--- config.mk ---
export PLATFORM = sky130hd
export DESIGN_NAME = router_sync_ctrl_flat
export DESIGN_NICKNAME = d
export VERILOG_FILES = /design/src/rtl/router_pkg.sv /design/src/rtl/router_sync_ctrl_if.sv /design/src/rtl/router_timeout_cnt.sv /design/src/rtl/router_sync_ctrl.sv /design/src/flat_wrapper.sv
export SDC_FILE = /design/constraint.sdc
export NUM_CORES = 1
export LEC_CHECK = 0
export BUFFER_PORTS_ARGS = -buffer_cell sky130_fd_sc_hd__buf_4
export CAP_MARGIN = 5
export CORE_MARGIN = 2
export CORE_UTILIZATION = 44
export DETAILED_ROUTE_END_ITERATION = 12
export PLACE_DENSITY = 0.78
export SETUP_SLACK_MARGIN = 0.2
export SLEW_MARGIN = 20
export SYNTH_ARGS = -nofsm -noshare
export SYNTH_HDL_FRONTEND = slang
export SYNTH_SLANG_ARGS = --single-unit
--- constraint.sdc ---
create_clock -name clock -period 1.1 [get_ports clock]
set_clock_uncertainty 0.05 [all_clocks]
set_input_delay 0.11 -clock clock [delete_from_list [all_inputs] [get_ports clock]]
set_output_delay 0.11 -clock clock [all_outputs]
set_load 0.01 [all_outputs]
--- src/rtl/router_pkg.sv ---
// ============================================================================
// Module      : router_pkg
// Description : Shared constants and types for the router port-side controller.
// Revision    : 1.0 - initial release
// ============================================================================
`default_nettype none

package router_pkg;
    localparam int NUM_PORTS       = 3;
    localparam int TIMEOUT_DEFAULT = 30;
    localparam int CNT_W           = 5;

    typedef logic [1:0] port_idx_t;

    // 2'b11 is the reserved "no destination" code; packets addressed to it are dropped.
    localparam port_idx_t ADDR_NONE = 2'b11;
endpackage

`default_nettype wire

--- src/rtl/router_sync_ctrl_if.sv ---
// ============================================================================
// Module      : router_sync_ctrl_if
// Description : FSM/FIFO-side signal bundle for the router sync controller.
// Revision    : 1.0 - initial release
// ============================================================================
`default_nettype none

interface router_sync_ctrl_if;
    import router_pkg::*;

    logic                 detect_add;
    logic [1:0]           data_in;
    logic                 write_enb_reg;
    logic [NUM_PORTS-1:0] read_enb;
    logic [NUM_PORTS-1:0] empty;
    logic [NUM_PORTS-1:0] full;
    logic [NUM_PORTS-1:0] write_enb;
    logic                 fifo_full;
    logic [NUM_PORTS-1:0] vld_out;
    logic [NUM_PORTS-1:0] soft_reset;
    logic                 addr_valid;

    modport master (
        output detect_add, data_in, write_enb_reg, read_enb, empty, full,
        input  write_enb, fifo_full, vld_out, soft_reset, addr_valid
    );

    modport slave (
        input  detect_add, data_in, write_enb_reg, read_enb, empty, full,
        output write_enb, fifo_full, vld_out, soft_reset, addr_valid
    );
endinterface

`default_nettype wire

--- src/rtl/router_timeout_cnt.sv ---
// ============================================================================
// Module      : router_timeout_cnt
// Description : Per-port unread-data watchdog producing a one-cycle soft_reset.
// Revision    : 1.0 - initial release
// ============================================================================
`default_nettype none

module router_timeout_cnt #(
    parameter int TIMEOUT = 30,
    parameter int CNT_W   = 5
) (
    input  wire logic clock,
    input  wire logic reset,
    input  wire logic vld,
    input  wire logic rd,
    output logic      soft_reset
);
    localparam logic [CNT_W-1:0] c_LAST = CNT_W'(TIMEOUT - 1);

    logic [CNT_W-1:0] r_cnt;
    logic             r_soft_reset;

    // The pulse cycle itself is the flush cycle and is never counted.
    always_ff @(posedge clock) begin
        if (reset) begin
            r_cnt        <= '0;
            r_soft_reset <= 1'b0;
        end else if (r_soft_reset) begin
            r_cnt        <= '0;
            r_soft_reset <= 1'b0;
        end else if (!vld || rd) begin
            r_cnt <= '0;
        end else if (r_cnt == c_LAST) begin
            r_cnt        <= '0;
            r_soft_reset <= 1'b1;
        end else begin
            r_cnt <= r_cnt + 1'b1;
        end
    end

    assign soft_reset = r_soft_reset;
endmodule

`default_nettype wire

--- src/rtl/router_sync_ctrl.sv ---
// ============================================================================
// Module      : router_sync_ctrl
// Description : Address latch, write steering and per-port timeout for the router.
// Revision    : 1.0 - initial release
// ============================================================================
`default_nettype none

module router_sync_ctrl
    import router_pkg::*;
#(
    parameter int TIMEOUT = router_pkg::TIMEOUT_DEFAULT,
    parameter int CNT_W   = router_pkg::CNT_W
) (
    input  wire logic          clock,
    input  wire logic          reset,
    router_sync_ctrl_if.slave  bus
);
    port_idx_t            r_addr;
    logic                 w_addr_valid;
    logic                 w_sr_hit;
    logic                 w_fifo_full;
    logic [NUM_PORTS-1:0] w_write_enb;
    logic [NUM_PORTS-1:0] w_vld;
    logic [NUM_PORTS-1:0] w_soft_reset;

    assign w_addr_valid = (r_addr != ADDR_NONE);
    assign w_vld        = ~bus.empty;

    // Loop decode keeps the reserved code from ever indexing past the port range.
    always_comb begin
        w_write_enb = '0;
        w_fifo_full = 1'b0;
        w_sr_hit    = 1'b0;
        for (int i = 0; i < NUM_PORTS; i++) begin
            if (w_addr_valid && (r_addr == port_idx_t'(i))) begin
                w_write_enb[i] = bus.write_enb_reg;
                w_fifo_full    = bus.full[i];
                w_sr_hit       = w_soft_reset[i];
            end
        end
    end

    always_ff @(posedge clock) begin
        if (reset) begin
            r_addr <= ADDR_NONE;
        end else if (bus.detect_add) begin
            r_addr <= bus.data_in;
        end else if (w_sr_hit) begin
            r_addr <= ADDR_NONE;
        end
    end

    for (genvar g = 0; g < NUM_PORTS; g++) begin : g_port
        router_timeout_cnt #(
            .TIMEOUT (TIMEOUT),
            .CNT_W   (CNT_W)
        ) u_timeout (
            .clock      (clock),
            .reset      (reset),
            .vld        (w_vld[g]),
            .rd         (bus.read_enb[g]),
            .soft_reset (w_soft_reset[g])
        );
    end

    assign bus.write_enb  = w_write_enb;
    assign bus.fifo_full  = w_fifo_full;
    assign bus.vld_out    = w_vld;
    assign bus.soft_reset = w_soft_reset;
    assign bus.addr_valid = w_addr_valid;
endmodule

`default_nettype wire
--- src/flat_wrapper.sv ---
// flat-port wrapper written by rule: the top's interface ports become plain ports
module router_sync_ctrl_flat import router_pkg::*;
#(
    parameter int TIMEOUT = router_pkg::TIMEOUT_DEFAULT,
    parameter int CNT_W   = router_pkg::CNT_W
)
  (clock, reset, bus_detect_add, bus_data_in, bus_write_enb_reg, bus_read_enb, bus_empty, bus_full, bus_write_enb, bus_fifo_full, bus_vld_out, bus_soft_reset, bus_addr_valid);
  router_sync_ctrl_if bus_i ();
  input  wire logic clock;
  input  wire logic reset;
  input wire logic [$bits(bus_i.detect_add)-1:0] bus_detect_add;
  input wire logic [$bits(bus_i.data_in)-1:0] bus_data_in;
  input wire logic [$bits(bus_i.write_enb_reg)-1:0] bus_write_enb_reg;
  input wire logic [$bits(bus_i.read_enb)-1:0] bus_read_enb;
  input wire logic [$bits(bus_i.empty)-1:0] bus_empty;
  input wire logic [$bits(bus_i.full)-1:0] bus_full;
  output wire logic [$bits(bus_i.write_enb)-1:0] bus_write_enb;
  output wire logic [$bits(bus_i.fifo_full)-1:0] bus_fifo_full;
  output wire logic [$bits(bus_i.vld_out)-1:0] bus_vld_out;
  output wire logic [$bits(bus_i.soft_reset)-1:0] bus_soft_reset;
  output wire logic [$bits(bus_i.addr_valid)-1:0] bus_addr_valid;
  assign bus_i.detect_add = bus_detect_add;
  assign bus_i.data_in = bus_data_in;
  assign bus_i.write_enb_reg = bus_write_enb_reg;
  assign bus_i.read_enb = bus_read_enb;
  assign bus_i.empty = bus_empty;
  assign bus_i.full = bus_full;
  assign bus_write_enb = bus_i.write_enb;
  assign bus_fifo_full = bus_i.fifo_full;
  assign bus_vld_out = bus_i.vld_out;
  assign bus_soft_reset = bus_i.soft_reset;
  assign bus_addr_valid = bus_i.addr_valid;
  router_sync_ctrl #(.TIMEOUT(TIMEOUT), .CNT_W(CNT_W)) u_core (.clock(clock), .reset(reset), .bus(bus_i));
endmodule
==> reports/metrics.cfg <==
[worst_setup_path]
path_delay_family=flip-flops
crit_path_end_kind=primary output
critical_path.max_fanout=5
crit_chain=buf_6 -> and3b_2 -> buf_6
cp_data_required_time_ns=0.94
cp_slowest_stage_delay_ns=0.38
cp_common_cell=buf_6
worstPathArrival_ns=1.12
critical_path_class=reg2out
crit_slowest_cell=dfxtp_4
critical_path_buf_inv_count=2
startpoint_type=flip-flop

[sta]
hold_violations=0
period_share_pct=116
rsz0062_at_grt=yes
fin_crit_ns=1.28
setup_viol=5
drv_slew=0
timing.fmax_mhz=782
max_slew.worst_pin.slew_ns=0.347
setup_slack_ns=-0.178
relSlewSlack_pct=76.3
tns_ns=-0.798

[drt]
vias=765
wl_per_cell_um=12.6
route.detailed.drc=0
final_antenna_net_count=0
wirelength_mm=1.98
routed_via_density=4.87
drt_first_pass_iters=2
dr.first_iter.drc_count=6

[global_routing]
grtUsageMet3_pct=3.99
grt_pass1_wl_mm=3.55
grt_max_degree=12
antenna_found_initial=0
gr-usage-all-layers_pct=19.3
gr-total-overflow=0
grt_pass1_vias=826
busiest_layer=met2
use_met1_pct=19.9
met2_usage_pct=36.7

[cts]
cts.sinks=20
clockBufferDepth=2
cts_max_level=1
numCtsBuffers=3
insertion_delay_ns=0.30
root_buffer=clkbuf_4
cts_tree=yes
clk_pin_slew_ns=0.11

[synthesis]
synth_fp_nets=117
yosysWarnings=0
synth_flop_cell=dfxtp_1
yosys.area.top_type=dfxtp_1
ys_seq_elements=20
synthArstFlopShare_pct=0
synth_area_um2=896
syn_inst=96
seq_area_frac_synth_pct=44.7
ys_top_cells_by_area=dfxtp_1 (45%), ha_1 (8.4%), nor2_1 (6.3%)
synth_top_area_share_pct=44.7
synthTopCellsByCount=dfxtp_1 (20), nor2_1 (15), buf_4 (7), nor2b_1 (7)
ys_types=20
synth_edf_count=0
synth.avg_cell_area_um2=9.33
yosysMostFrequentCell=dfxtp_1

[floorplanning]
ios=26
die_h_um=49.1
coreArea_mm2=0.00194
initial_utilization_pct=46.1
placementRows=16
fp.dieArea_mm2=0.00241
die_w_um=49.1

[placement]
place_area_mm2=0.00117
place_ws_ns=0.0210
gp_congestion=0.738
portBuffers=25
dpl.hpwl_mm=1.34

[layout]
stdcell_area_mm2=0.00142
diodes=0
final_util_pct=73.2
drive_above_1_share_pct=60.0
num-fill-cells=125
nets=152
area_delta_synth_final_pct=58.7

[flow_run]
cap_viol_max_count=0

[run_status]
status=complete, but fails checks
violations=setup timing

[pwr]
powerDensity_mw_per_mm2=937
p_leak_nw=0.552
power_mw=1.33
irDropWorstVdd_mv=0.749

[worst_hold_path]
holdCritPathClass=in2reg

worst min-delay path, cell delays in order:
cell	delay (ns)
buf_4	0.08
nor2b_1	0.03
o21bai_1	0.11
per-stage QoR:
| stage | hold slack, ns | cells |
|---|---|---|
| after global routing | 0.00230 | 157 |
| after global placement | 0.306 | 143 |
| after floorplan | 0.167 | 96 |
| after detailed placement | 0.311 | 143 |
| final | 0.00997 | 157 |
| after CTS | 0.00157 | 155 |
layout make-up:
cell class | count | area (µm²) | share of cell area [%]
clock buffer | 4 | 36.3 | 2.55
inverter | 6 | 25.0 | 1.76
multi-input combinational | 63 | 568 | 40.0
sequential | 20 | 437 | 30.7
tap | 27 | 33.8 | 2.38
timing repair buffer | 37 | 322 | 22.6
cells by family (layout without fill, tap and decap cells):
family / after synthesis / count (layout) / share of synthesized area, %
multiplexers: 1 / 1 / 1.12
buffers and inverters: 13 / 47 / 8.38
adder cells (fa/ha/maj): 6 / 6 / 8.38
flip-flops: 20 / 20 / 44.7
AND/OR/NAND/NOR: 42 / 42 / 24.3
XOR/XNOR: 9 / 9 / 8.80
AO/OA/AOI/OAI: 5 / 5 / 4.33
power by group:
group          internal [mW]  switching (mW)
sequential             0.719          0.0160
combinational          0.109          0.0694
clock                  0.202           0.217
flip-flops by register name, indices dropped and copies added (netlist names):
name                                flops
u_core.r_addr                           2
u_core.g_port.u_timeout.r_cnt          15
u_core.g_port.u_timeout.soft_reset      3
what timing repair did:
action,CTS,global route
hold buffers,0,1
gates resized for setup,31,10
endpoints found under the setup margin,28,28
gates cloned,0,0
pin swaps,15,7
buffers inserted,8,1
hold endpoints to repair,0,1
routing by layer:
metal  wire length [µm]  share of wire, %  vias up
met1                769                39      360
met2               1070                54       21
met5                  0                 0        -
met3                100               5.1        4
li1                   -                 -      380
met4                 38               1.9        0
placed cells by master (no fill, tap or decap), drive strengths merged:
cell type,count
a2111oi,2
and3b,2
buf,36
clkbuf,4
dfxtp,20
dlygate4sd3,1
ha,6
inv,6
mux2i,1
nand2,4
nand3,6
nand3b,1
nand4,3
nor2,15
nor2b,7
nor3b,1
nor4,3
o21ai,1
o21bai,2
xnor2,3
xor2,6
path summary, 6_finish.rpt:
| check | start | end | slack (ns) | depth (start not counted) |
|---|---|---|---|---|
| setup / recovery | u_core.r_addr[0]$_SDFFE_PP1P_ | bus_write_enb[2] | -0.18 | 3 |
| setup reg to reg | u_core.g_port[0].u_timeout.soft_reset$_SDFF_PP0_ | u_core.r_addr[1]$_SDFFE_PP1P_ | 0 | 3 |
| hold reg to reg | u_core.g_port[0].u_timeout.r_cnt[0]$_SDFF_PP0_ | u_core.g_port[0].u_timeout.r_cnt[0]$_SDFF_PP0_ | 0.41 | 1 |
| hold / removal | bus_data_in[1] | u_core.r_addr[1]$_SDFFE_PP1P_ | 0.01 | 3 |
No activity file was read; power rests on OpenSTA's default activity.
